## src/rtl/adder_pkg.sv

```systemverilog
// adder_pkg
// Shared definitions for the pipelined ripple-carry adder family.
//   DEF_WIDTH / DEF_SEG : default operand width and bits resolved per stage
//   ceil_div            : integer ceiling division, used to size the pipeline
//   seg_width           : width of the ripple segment handled by a given stage
//   stage_ctl_t         : width-independent part of a pipeline stage register
//                         (valid, carry into the next segment, operand sign bits)
package adder_pkg;

  localparam int DEF_WIDTH = 32;
  localparam int DEF_SEG   = 8;

  function automatic int ceil_div(input int n, input int d);
    return (n + d - 1) / d;
  endfunction

  // Every stage handles seg bits except the last, which takes whatever is left.
  function automatic int seg_width(input int width, input int seg, input int stage);
    int stages;
    stages = ceil_div(width, seg);
    if (stage == stages - 1) return width - (stages - 1) * seg;
    return seg;
  endfunction

  // The operand MSBs are captured at acceptance so the overflow decision at
  // the output does not need the full operands to travel down the pipe.
  typedef struct packed {
    logic valid;
    logic carry;
    logic a_msb;
    logic b_msb;
  } stage_ctl_t;

endpackage

```

## src/rtl/rca_fa.sv

```systemverilog
// rca_fa
// Full-adder cell built from two half adders.
//   a, b, cin : input bits
//   sum       : a + b + cin, low bit
//   cout      : a + b + cin, carry bit
module rca_fa (
  input  logic a,
  input  logic b,
  input  logic cin,
  output logic sum,
  output logic cout
);

  logic p_sum;
  logic p_carry;
  logic g_carry;

  rca_ha u_ha0 (.a(a),     .b(b),   .sum(p_sum), .carry(p_carry));
  rca_ha u_ha1 (.a(p_sum), .b(cin), .sum(sum),   .carry(g_carry));

  // The two half-adder carries can never both be set, so OR is exact.
  assign cout = p_carry | g_carry;

endmodule

```

## src/rtl/rca_ha.sv

```systemverilog
// rca_ha
// Half-adder cell.
//   a, b  : input bits
//   sum   : a xor b
//   carry : a and b
module rca_ha (
  input  logic a,
  input  logic b,
  output logic sum,
  output logic carry
);

  assign sum   = a ^ b;
  assign carry = a & b;

endmodule

```

## src/rtl/rca_seg.sv

```systemverilog
// rca_seg
// Combinational W-bit ripple-carry segment made of full-adder cells.
//   a, b : W-bit operands
//   cin  : carry into bit 0
//   sum  : W-bit sum
//   cout : carry out of bit W-1
module rca_seg #(
  parameter int W = 8
) (
  input  logic [W-1:0] a,
  input  logic [W-1:0] b,
  input  logic         cin,
  output logic [W-1:0] sum,
  output logic         cout
);

  logic [W:0] carry;

  assign carry[0] = cin;

  for (genvar i = 0; i < W; i++) begin : g_bit
    rca_fa u_fa (
      .a    (a[i]),
      .b    (b[i]),
      .cin  (carry[i]),
      .sum  (sum[i]),
      .cout (carry[i+1])
    );
  end

  assign cout = carry[W];

endmodule

```

## src/rtl/rca_pipe.sv

```systemverilog
// rca_pipe
// Pipelined ripple-carry adder/subtractor. The WIDTH-bit operation is split
// into SEG-bit ripple segments, one per pipeline stage; the last stage
// register is the output register.
//   clk, rst            : clock and synchronous active-high reset
//   in_valid, in_ready  : input handshake (in_ready = pipeline may advance)
//   sub                 : 0 = a + b + c_in, 1 = a - b (c_in ignored)
//   a, b, c_in          : operands and carry in
//   out_valid, out_ready: output handshake
//   res, c_out, ovf     : result mod 2^WIDTH, carry out (sub: 1 = no borrow),
//                         two's-complement overflow
module rca_pipe
  import adder_pkg::*;
#(
  parameter int WIDTH = DEF_WIDTH,
  parameter int SEG   = DEF_SEG
) (
  input  logic             clk,
  input  logic             rst,
  input  logic             in_valid,
  output logic             in_ready,
  input  logic             sub,
  input  logic [WIDTH-1:0] a,
  input  logic [WIDTH-1:0] b,
  input  logic             c_in,
  output logic             out_valid,
  input  logic             out_ready,
  output logic [WIDTH-1:0] res,
  output logic             c_out,
  output logic             ovf
);

  localparam int STAGES = ceil_div(WIDTH, SEG);
  localparam int LAST   = STAGES - 1;

  // Stage registers. a_q/b_q hold the operand bits not yet added, shifted
  // down so the next stage always reads its segment from bit 0.
  stage_ctl_t       ctl_q [STAGES];
  logic [WIDTH-1:0] res_q [STAGES];
  logic [WIDTH-1:0] a_q   [STAGES];
  logic [WIDTH-1:0] b_q   [STAGES];

  stage_ctl_t       ctl_d [STAGES];
  logic [WIDTH-1:0] res_d [STAGES];
  logic [WIDTH-1:0] a_d   [STAGES];
  logic [WIDTH-1:0] b_d   [STAGES];

  logic             advance;
  logic [WIDTH-1:0] b_eff;
  logic             cin_eff;

  // One global stall: nothing moves while a result waits on the consumer.
  assign advance  = !ctl_q[LAST].valid || out_ready;
  assign in_ready = advance;

  // Subtraction is a + ~b + 1, so it reuses the adder with a forced carry.
  assign b_eff   = sub ? ~b : b;
  assign cin_eff = sub ? 1'b1 : c_in;

  for (genvar s = 0; s < STAGES; s++) begin : g_stage
    localparam int W  = seg_width(WIDTH, SEG, s);
    localparam int LO = s * SEG;

    stage_ctl_t       ctl_prev;
    logic [WIDTH-1:0] res_prev;
    logic [WIDTH-1:0] a_prev;
    logic [WIDTH-1:0] b_prev;
    logic [W-1:0]     seg_sum;
    logic             seg_cout;
    logic [WIDTH-1:0] res_nxt;

    // Stage 0 is fed straight from the transformed inputs; a bubble enters
    // whenever the pipe advances without an operand.
    if (s == 0) begin : g_first
      assign ctl_prev = '{valid: in_valid, carry: cin_eff,
                          a_msb: a[WIDTH-1], b_msb: b_eff[WIDTH-1]};
      assign res_prev = '0;
      assign a_prev   = a;
      assign b_prev   = b_eff;
    end else begin : g_next
      assign ctl_prev = ctl_q[s-1];
      assign res_prev = res_q[s-1];
      assign a_prev   = a_q[s-1];
      assign b_prev   = b_q[s-1];
    end

    rca_seg #(.W(W)) u_seg (
      .a    (a_prev[W-1:0]),
      .b    (b_prev[W-1:0]),
      .cin  (ctl_prev.carry),
      .sum  (seg_sum),
      .cout (seg_cout)
    );

    // Drop this stage's segment into its slot of the partial result.
    always_comb begin
      res_nxt           = res_prev;
      res_nxt[LO +: W]  = seg_sum;
    end

    assign ctl_d[s] = '{valid: ctl_prev.valid, carry: seg_cout,
                        a_msb: ctl_prev.a_msb, b_msb: ctl_prev.b_msb};
    assign res_d[s] = res_nxt;
    assign a_d[s]   = a_prev >> SEG;
    assign b_d[s]   = b_prev >> SEG;
  end

  // Reset wins over advance and wipes every stage, data included.
  always_ff @(posedge clk) begin
    if (rst) begin
      for (int s = 0; s < STAGES; s++) begin
        ctl_q[s] <= '0;
        res_q[s] <= '0;
        a_q[s]   <= '0;
        b_q[s]   <= '0;
      end
    end else if (advance) begin
      for (int s = 0; s < STAGES; s++) begin
        ctl_q[s] <= ctl_d[s];
        res_q[s] <= res_d[s];
        a_q[s]   <= a_d[s];
        b_q[s]   <= b_d[s];
      end
    end
  end

  assign out_valid = ctl_q[LAST].valid;
  assign res       = res_q[LAST];
  assign c_out     = ctl_q[LAST].carry;
  assign ovf       = (ctl_q[LAST].a_msb == ctl_q[LAST].b_msb) &&
                     (res_q[LAST][WIDTH-1] != ctl_q[LAST].a_msb);

endmodule

```

## config.mk

```make
export PLATFORM = sky130hd
export DESIGN_NAME = rca_pipe
export DESIGN_NICKNAME = d
export VERILOG_FILES = /design/src/rtl/adder_pkg.sv /design/src/rtl/rca_fa.sv /design/src/rtl/rca_ha.sv /design/src/rtl/rca_seg.sv /design/src/rtl/rca_pipe.sv
export SDC_FILE = /design/constraint.sdc
export NUM_CORES = 1
export LEC_CHECK = 0
export ABC_AREA = 0
export BUFFER_PORTS_ARGS = -buffer_cell sky130_fd_sc_hd__buf_2
export CORE_ASPECT_RATIO = 0.75
export CORE_MARGIN = 1.5
export CORE_UTILIZATION = 58
export CTS_CLUSTER_SIZE = 16
export DETAILED_ROUTE_END_ITERATION = 8
export PLACE_DENSITY = 0.84
export SLEW_MARGIN = 20
export SYNTH_ARGS = -nofsm -noshare
export SYNTH_HDL_FRONTEND = slang
export SYNTH_SLANG_ARGS = --single-unit
```

## constraint.sdc

```tcl
create_clock -name clk -period 7.08 [get_ports clk]
set_clock_uncertainty 0.05 [all_clocks]
set_input_delay 0.354 -clock clk [delete_from_list [all_inputs] [get_ports clk]]
set_output_delay 0.354 -clock clk [all_outputs]
set_load 0.005 [all_outputs]
```

==> flow_metrics.tcl, run 1 <==
set metrics [dict create \
    ys_types 19 \
    drv_cap 0 \
    setup_viol 0 \
    worst_pin_slew_ns 1.06 \
    max_freq_ghz 0.212 \
    whs_ns 0.214 \
    cpMostUsedCell "fa_1" \
    r2r_cells 12 \
    critPathArrivalTime_ns 4.80 \
    wire_per_inst_um 16.0 \
    htreeDepth 4 \
    nets 704 \
    criticalPathCategory "in2reg" \
    clk_path_buf_depth 2 \
    grtUsageTotal_pct 17.4 \
    start_util_pct 60.1 \
    ios 106 \
    fp.dieH_um 110 \
    clk_latency_ns 0.42 \
    grt_pass1_vias 4249 \
    status "completed" \
    place_congestion 0.782 \
    drive_gt1_share_pct 39.7 \
    finalCritPeriodShare_pct 66.7 \
    vias_per_cell 5.25 \
    post-dp-hpwl_um 7660 \
    root_buffer "clkbuf_16" \
    cts_buffers 17 \
    antenna_left 0 \
    ir_drop_v 0.000182 \
    antenna_found_initial 1 \
    routed_wl_um 13100 \
    cts_hold_buf 0 \
    slowest_delay_ns 0.72 \
    pre_cts_ws_ns 1.95 \
    timing_hold_violations_final 0 \
    dpl_cell_area_um2 9320 \
    ys_seq_elements 186 \
    dp.cells 783 \
    required_ns 7.16 \
    post_cts_resized 0 \
    slew_violations 0 \
    grt_pass1_wl_um 21100 \
    clockPowerShare_pct 36.8 \
    power_density_nw_per_um2 245 \
    synth_fp_nets 620 \
    final_area_um2 9870 \
    critPathBufInv 2 \
    critPathLaunchType "input pin" \
    crit_fanout 33 \
    drt_drc_violations_left 0 \
    ys_seq_area_share_pct 63.5 \
    netlist_area_um2 8800 \
    coreArea_um2 14600 \
    overflow 0 \
    slew_headroom_pct 29.1 \
    synthCells 518 \
    intPower_mw 1.89 \
    synth_area_per_cell_um2 17.0 \
    comb_power_share_pct 8.5 \
    firstDrtPassIters 4 \
    grt_max_degree 105 \
    worstHoldPathCells 2 \
    routed-via-count 4282 \
    p_switching_uw 523 \
    fin_cells 816 \
    die_w_um 145 \
    post_cts_buffers 0 \
    cp-end-kind "flop" \
    syn_to_final_growth_pct 12.2 \
    crit_chain "buf_2 > xnor2_1 > fa_1 > fa_1 > fa_1 > fa_1 > fa_1 > fa_1 > fa_1 > inv_1 > fa_1 > nor3b_1" \
    yosysWarningCount 0 \
    num-fill-cells 1022 \
    cts.clk_slew.worst_paths_ns 0.07 \
    crit_slowest_cell "buf_2" \
    cts.sinks 186 \
    tns_ns 0 \
    finalPower_mw 2.42 \
    cts_tree "built" \
    hold_path_class "in2reg" \
    final.setup.worst_slack_ns 2.36 \
    p_leak_nw 3.95 \
    placementRows 38 \
    finalWorstPathRequiredPeriod_ns 4.72 \
    cp.depth 12 \
    die_area_um2 15900 \
    rsz0062_at_grt "no" \
    switching_share_pct 21.7 \
    crit_family "adder cells" \
    port_buffers 105 \
    post-route-util_pct 67.4 \
    seq_power_share_pct 54.7 \
    drt_iter0_drc 244 \
]
==> worst paths after layout <==
check,from,to,slack [ns]
worst max-delay path,sub,res_q[0][7]$_SDFFCE_PN0P_,2.36
worst min-delay path,in_valid,ctl_q[0][3]$_SDFFCE_PN0P_,0.21
worst max register to register,ctl_q[0][2]$_SDFFCE_PN0P_,res_q[1][15]$_SDFFCE_PN0P_,2.78
worst min register to register,ctl_q[0][0]$_SDFFCE_PN0P_,ctl_q[1][0]$_SDFFCE_PN0P_,0.51
==> cell usage in the layout, fill, tap and decap left out <==
cell | netlist | routed
nor3b_1 | 64 | 64
clkinvlp_4 | 0 | 1
buf_16 | 0 | 1
edfxtp_1 | 186 | 186
clkinv_2 | 0 | 3
nand2b_1 | 2 | 1
nand2_1 | 1 | 1
buf_6 | 17 | 1
clkinv_4 | 0 | 4
fa_1 | 32 | 32
clkbuf_1 | 5 | 2
o22ai_1 | 1 | 1
clkbuf_8 | 0 | 1
xnor2_1 | 31 | 31
nor3_2 | 22 | 22
inv_1 | 30 | 30
xor2_1 | 1 | 1
nor3_1 | 20 | 20
nand2b_4 | 0 | 1
diode_2 | 0 | 1
nor2_1 | 1 | 1
bufinv_16 | 0 | 1
nor3b_2 | 80 | 80
inv_6 | 0 | 3
buf_4 | 5 | 4
clkinv_1 | 0 | 1
nor2b_4 | 0 | 1
buf_2 | 18 | 104
clkbuf_16 | 0 | 17
==> cell families (layout without fill, tap and decap cells) <==
logic type | after synthesis | after routing | synth area share (%)
compound gates | 1 | 1 | 0.0711
fa+ha+maj | 32 | 32 | 7.28
buf+inv | 76 | 173 | 5.20
flops | 186 | 186 | 63.5
simple gates | 191 | 191 | 20.8
xor+xnor | 32 | 32 | 3.19
other cells | 0 | 1 | 0
==> cells in the mapped netlist <==
cell / instances / area, um^2
edfxtp_1: 186 / 5590
nor3b_2: 80 / 1000
nor3b_1: 64 / 480
fa_1: 32 / 641
xnor2_1: 31 / 272
inv_1: 30 / 113
nor3_2: 22 / 220
nor3_1: 20 / 100
buf_2: 18 / 90.1
buf_6: 17 / 191
buf_4: 5 / 37.5
clkbuf_1: 5 / 18.8
nand2b_1: 2 / 12.5
clkbuf_4: 1 / 7.51
nand2_1: 1 / 3.75
nor2_1: 1 / 3.75
nor2b_1: 1 / 6.26
o22ai_1: 1 / 6.26
xor2_1: 1 / 8.76
==> layer usage <==
layer  up-vias  part of all wire, %  global-route usage, %
met2        90                   52                   29.5
met1      2132                   42                   21.8
met3        21                  3.9                   4.69
li1       2039                    -                      -
met4         0                  2.0                   7.07
met5         -                    0                      0
==> final cells by class <==
cell class                 instances  area (um^2)  share of cell area (%)
multi-input combinational        256         2770                    28.1
sequential                       186         5590                    56.6
tap                              200          250                    2.53
inverter                          30          113                    1.14
clock buffer                      19          433                    4.38
antenna                            1         2.50                  0.0253
clock inverter                    13          118                    1.19
timing repair buffer             111          603                    6.11
==> state kept, by name, indices dropped and copies added (netlist names) <==
signal,count
b_q,45
res_q,80
ctl_q,16
a_q,45
==> power groups by stage <==
stage          registers [mW]  logic (mW)  clock network, mW
6_report                 1.32       0.205              0.889
2_1_floorplan            1.34       0.150                  0
3_3_place_gp             1.34       0.197                  0
3_5_place_dp             1.35       0.206                  0
4_1_cts                  1.32       0.208              0.902
5_1_grt                  1.33       0.228              0.943
Note: power is estimated with default switching activity, not from simulation.
==> inputs of run 2 (changes only) <==
--- a/config.mk
+++ b/config.mk
@@ -5,14 +5,14 @@
 export SDC_FILE = /design/constraint.sdc
 export NUM_CORES = 1
 export LEC_CHECK = 0
-export ABC_AREA = 0
+export ABC_AREA = 1
 export BUFFER_PORTS_ARGS = -buffer_cell sky130_fd_sc_hd__buf_2
 export CORE_ASPECT_RATIO = 0.75
 export CORE_MARGIN = 1.5
-export CORE_UTILIZATION = 58
+export CORE_UTILIZATION = 52
 export CTS_CLUSTER_SIZE = 16
 export DETAILED_ROUTE_END_ITERATION = 8
-export PLACE_DENSITY = 0.84
+export PLACE_DENSITY = 0.8
 export SLEW_MARGIN = 20
 export SYNTH_ARGS = -nofsm -noshare
 export SYNTH_HDL_FRONTEND = slang
==> constraint.sdc (replaced) <==
create_clock -name clk -period 4.1 [get_ports clk]
set_clock_uncertainty 0.05 [all_clocks]
set_input_delay 0.205 -clock clk [delete_from_list [all_inputs] [get_ports clk]]
set_output_delay 0.205 -clock clk [all_outputs]
set_load 0.005 [all_outputs]
==> run 2 against run 1 <==
Die area rose by 5.5%. Area after synthesis down 5.3%. Sequential cell count stayed put. Largest cell class unchanged. Critical endpoint is now res_q[2][23]$_SDFFCE_PN0P_. Routed wire length decreased by 0.47%. Global-route usage shrank 0.70 points.
==> flow_metrics.tcl, run 2 <==
set metrics [dict create \
    status "completed" \
    clk_path_buf_depth 2 \
    max_freq_ghz 0.255 \
    top_regs "res_q x80, a_q x45, b_q x45" \
    finalCritPeriodShare_pct 95.5 \
    synth_fp_nets 826 \
    synth_area_per_cell_um2 11.5 \
    n_antenna_cell 0 \
    antenna_left 0 \
    pre_cts_ws_ns -0.142 \
    die_area_um2 16800 \
    clk_latency_ns 0.43 \
    synthCells 724 \
    worst_pin_slew_ns 0.816 \
    coreArea_um2 15500 \
    cts.sinks 186 \
    p_leak_nw 4.50 \
    firstDrtPassIters 6 \
    final.setup.worst_slack_ns 0.185 \
    ys_seq_elements 186 \
    antenna_found_initial 0 \
    post-route-util_pct 62.3 \
    fp.dieH_um 113 \
    finalWorstPathRequiredPeriod_ns 3.92 \
    slew_headroom_pct 45.6 \
    netlist_area_um2 8330 \
    whs_ns 0.0172 \
    ys.flop_type "edfxtp_1" \
    tns_ns 0 \
    required_ns 4.33 \
    layout_common_cells "inv_1, edfxtp_1, nor2_1" \
    critPathLaunchType "flop" \
    drive_gt1_share_pct 20.3 \
    drv_cap 0 \
    largest_reg_flops 80 \
    post_cts_buffers 0 \
    placementRows 39 \
    grt_pass1_wl_um 20900 \
    top_register "res_q" \
    synth_enable_flop_cells 186 \
    cts.clk_slew.worst_paths_ns 0.07 \
    syn_to_final_growth_pct 15.6 \
    grtUsageTotal_pct 16.7 \
    routed_wl_um 13000 \
    netlist_top_cells_count "inv_1, edfxtp_1, nor2_1, nand2_1, fa_1" \
    wire_per_inst_um 12.4 \
    drt_iter0_drc 281 \
    setup_viol 0 \
    rsz0062_at_grt "no" \
    htreeDepth 4 \
    final_common_cell "inv_1" \
    grt_pass1_vias 4344 \
    critPathArrivalTime_ns 4.15 \
    die_w_um 149 \
    criticalPathCategory "reg2reg" \
    ys_types 15 \
    slew_violations 0 \
    vias_per_cell 4.38 \
    port_buffers 105 \
    ir_drop_v 0.000270 \
    synth_top_area_share_pct 67.0 \
    timing_hold_violations_final 0 \
    power_density_nw_per_um2 449 \
    yosysWarningCount 0 \
    nets 933 \
    post-dp-hpwl_um 8520 \
    grt_max_degree 127 \
    crit_fanout 1 \
    overflow 0 \
    drt_drc_violations_left 0 \
    routed-via-count 4595 \
    synth.most_common_cell "inv_1" \
    root_buffer "clkbuf_16" \
    cp-end-kind "flop" \
    yosys.area.top_type "edfxtp_1" \
    finalPower_mw 4.33 \
    start_util_pct 53.9 \
    synth_area_leaders "edfxtp_1, inv_1, nor2_1, fa_1, nand2_1" \
    place_congestion 0.740 \
    ys_seq_area_share_pct 67.0 \
    ys_async_sr_fraction_pct 0 \
    cts_buffers 17 \
    hold_path_class "in2reg" \
    cts_tree "built" \
    ios 106 \
    num-fill-cells 1204 \
]
[run 2: logic make-up after synthesis]
family / after synthesis / synth area share [%]
simple gates: 269 / 12.5
buf+inv: 229 / 12.0
flops: 186 / 67.0
fa+ha+maj: 32 / 7.69
xor+xnor: 8 / 0.841
[run 2: cell type report]
cell class	count	area (um^2)	share of cell area, %
multi-input cells	309	1820	18.8
clock buffers	20	437	4.53
flip-flops and latches	186	5590	58.0
repair buffers	114	613	6.36
well taps	205	256	2.66
inverters	203	762	7.91
clock inverters	12	168	1.74
[run 2: stage by stage]
step	instance area (um^2)	instances
floorplan	8350	724
global placement	8970	1016
detailed placement	8970	1016
CTS	9590	1048
global route	9640	1049
finish	9640	1049
[run 2: report_power, final]
| part | total [mW] | leakage, nW | switching [mW] | internal, mW |
|---|---|---|---|---|
| sequential | 2.31 | 2.21 | 0.0494 | 2.26 |
| combinational | 0.361 | 2.00 | 0.210 | 0.151 |
| clock | 1.66 | 0.293 | 0.691 | 0.969 |
| total | 4.33 | 4.50 | 0.950 | 3.38 |
[run 2: final timing paths]
check | from | end | slack (ns) | depth (start not counted)
hold / removal | a[30] | a_q[0][22]$_SDFFCE_PN0P_ | 0.02 | 3
hold reg to reg | res_q[1][15]$_SDFFCE_PN0P_ | res_q[2][15]$_SDFFCE_PN0P_ | 0.49 | 2
setup reg to reg | a_q[0][24]$_SDFFCE_PN0P_ | res_q[2][23]$_SDFFCE_PN0P_ | 0.18 | 12
setup / recovery | a_q[0][24]$_SDFFCE_PN0P_ | res_q[2][23]$_SDFFCE_PN0P_ | 0.18 | 12
[run 2: per-layer routing]
layer  up-vias  share of wire, %  global-route usage, %
li1       2366                 -                      -
met1      2102                46                   22.1
met2       110                49                   26.9
met3        17               4.5                   5.08
met4         0               1.2                   5.02
met5         -                 0                      0
[run 2: what timing repair did]
action / in CTS / in global routing
endpoints found under the setup margin: 5 / 5
pin swaps: 0 / 2
gates resized for setup: 8 / 6
hold buffers: 0 / 0
[run 2: worst max-delay path: stages (launching register included)]
cell and delay [ns]:
edfxtp_1 0.37, inv_1 0.09, fa_1 0.17, inv_1 0.06, fa_2 0.40, fa_2 0.41
fa_2 0.42, fa_2 0.41, fa_2 0.40, fa_1 0.41, inv_1 0.09, fa_1 0.38
nor2_1 0.11
==> inputs of run 3 (changes only) <==
--- a/config.mk
+++ b/config.mk
@@ -6,13 +6,14 @@
 export NUM_CORES = 1
 export LEC_CHECK = 0
 export ABC_AREA = 1
+export ABC_CLOCK_PERIOD_IN_PS = 4100
 export BUFFER_PORTS_ARGS = -buffer_cell sky130_fd_sc_hd__buf_2
 export CORE_ASPECT_RATIO = 0.75
 export CORE_MARGIN = 1.5
 export CORE_UTILIZATION = 52
 export CTS_CLUSTER_SIZE = 16
 export DETAILED_ROUTE_END_ITERATION = 8
-export PLACE_DENSITY = 0.8
+export PLACE_DENSITY = 0.77
 export SLEW_MARGIN = 20
 export SYNTH_ARGS = -nofsm -noshare
 export SYNTH_HDL_FRONTEND = slang
==> run 3 against run 2 <==
Maximum frequency rose by 0.54%. Via count is 1.2% lower. Global-route usage fell by 0.56 points. Core utilization down 0.065 points. Critical path type unchanged. Sequential cell count did not move. Routed wire length fell by 2.3%. Power fell by 0.63%.
==> flow_metrics.tcl, run 3 (synthesis results as in run 2) <==
set metrics [dict create \
    top_regs "res_q x80, a_q x45, b_q x45" \
    whs_ns 0.0263 \
    layout_common_cells "inv_1, edfxtp_1, nor2_1" \
    antenna_left 0 \
    final.setup.worst_slack_ns 0.206 \
    worst_pin_slew_ns 0.717 \
    slew_violations 0 \
    port_buffers 105 \
    die_area_um2 16800 \
    placementRows 39 \
    drv_cap 0 \
    drive_gt1_share_pct 20.4 \
    power_density_nw_per_um2 447 \
    worstHoldPathCells 3 \
    r2r_slack_ns 0.21 \
    vias_per_cell 4.34 \
    critPathArrivalTime_ns 4.12 \
    p_leak_nw 4.49 \
    finalPower_mw 4.30 \
    multi_input_area_um2 1820 \
    clk_latency_ns 0.42 \
    grt_pass1_vias 4340 \
    post-route-util_pct 62.2 \
    grtUsageTotal_pct 16.2 \
    hold_path_class "in2reg" \
    setup_viol 0 \
    criticalPathCategory "reg2reg" \
    cts_buffers 17 \
    top_register "res_q" \
    crit_fanout 1 \
    cts.sinks 186 \
    critPathLaunchType "flop" \
    post-dp-hpwl_um 8210 \
    rsz0062_at_grt "no" \
    grt_pass1_wl_um 20500 \
    required_ns 4.32 \
    nets 931 \
    routed_wl_um 12700 \
    post_cts_buffers 0 \
    ios 106 \
    cp-end-kind "flop" \
    finalCritPeriodShare_pct 95.0 \
    syn_to_final_growth_pct 15.5 \
    status "completed" \
    final_common_cell "inv_1" \
    root_buffer "clkbuf_16" \
    overflow 0 \
    r2r_cells 12 \
    pre_cts_ws_ns -0.136 \
    regArea_um2 5590 \
    firstDrtPassIters 5 \
    finalWorstPathRequiredPeriod_ns 3.89 \
    num-fill-cells 1190 \
    cts_tree "built" \
    grt_max_degree 187 \
    tns_ns 0 \
    routed-via-count 4541 \
    hold_end "a_q[0][19]$_SDFFCE_PN0P_" \
    fp.dieH_um 113 \
    ir_drop_v 0.000283 \
    drt_drc_violations_left 0 \
    n_antenna_cell 0 \
    drt_iter0_drc 276 \
    r2r_end "res_q[2][23]$_SDFFCE_PN0P_" \
    max_freq_ghz 0.257 \
    start_util_pct 53.9 \
    largest_reg_flops 80 \
    timing_hold_violations_final 0 \
    min-delay-start "a[27]" \
    htreeDepth 4 \
    die_w_um 149 \
    r2r_start "a_q[0][24]$_SDFFCE_PN0P_" \
    place_congestion 0.749 \
    coreArea_um2 15500 \
    wire_per_inst_um 12.1 \
    cts_hold_buf 0 \
    clk_path_buf_depth 2 \
    slew_headroom_pct 52.1 \
    antenna_found_initial 0 \
    cts.clk_slew.worst_paths_ns 0.07 \
]
==> run 3: where the power goes <==
part / total (mW) / internal [mW] / switching [mW]
clock network: 1.63 / 0.921 / 0.714
logic: 0.362 / 0.153 / 0.209
registers: 2.30 / 2.25 / 0.0477
total: 4.30 / 3.33 / 0.971
==> run 3: how the worst max path moves through the flow <==
stage | to | slack (ns) | depth (start not counted) | from
4_1_cts | res_q[2][23]$_SDFFCE_PN0P_ | 0.02 | 12 | a_q[0][24]$_SDFFCE_PN0P_
3_5_place_dp | res_q[2][23]$_SDFFCE_PN0P_ | -0.14 | 12 | b_q[0][24]$_SDFFCE_PN0P_
2_1_floorplan | res_q[0][7]$_SDFFCE_PN0P_ | 0.01 | 14 | sub
3_3_place_gp | res_q[2][23]$_SDFFCE_PN0P_ | -0.06 | 12 | a_q[0][24]$_SDFFCE_PN0P_
5_1_grt | res_q[3][31]$_SDFFCE_PN0P_ | 0.04 | 12 | a_q[0][48]$_SDFFCE_PN0P_
6_report | res_q[2][23]$_SDFFCE_PN0P_ | 0.21 | 12 | a_q[0][24]$_SDFFCE_PN0P_
==> run 3: timing repair <==
item | 4_1_cts | 5_1_grt
setup endpoints to repair | 4 | 3
resized for setup | 10 | 6
pin swaps | 0 | 2
==> run 3: final cells by class <==
class / instances / share of cell area, %
Clock buffer: 19 / 4.50
Clock inverter: 13 / 1.65
Inverter: 203 / 7.92
Multi-Input combinational cell: 309 / 18.9
Sequential cell: 186 / 58.0
Tap cell: 205 / 2.66
Timing Repair Buffer: 112 / 6.34
==> run 3: worst max-delay path, stage by stage (launching register included) <==
cell and delay, ns:
edfxtp_1 0.36, inv_1 0.08, fa_1 0.17, inv_1 0.07, fa_2 0.40, fa_2 0.40, fa_2 0.42, fa_2 0.41
fa_2 0.40, fa_1 0.41, inv_1 0.08, fa_1 0.39, nor2_1 0.11
==> run 3: per-layer routing <==
metal,global-route usage [%],part of all wire [%],vias to the layer above
li1,-,-,2363
met3,4.43,4.2,6
met4,5.41,0.72,0
met1,23.0,49,2071
met2,24.3,46,101
met5,0,0,-
==> run 3: per-stage QoR <==
stage	area [um^2]	cells
after global routing	9630	1047
after floorplan	8350	724
after detailed placement	8970	1014
final	9630	1047
after global placement	8970	1014
after CTS	9580	1046
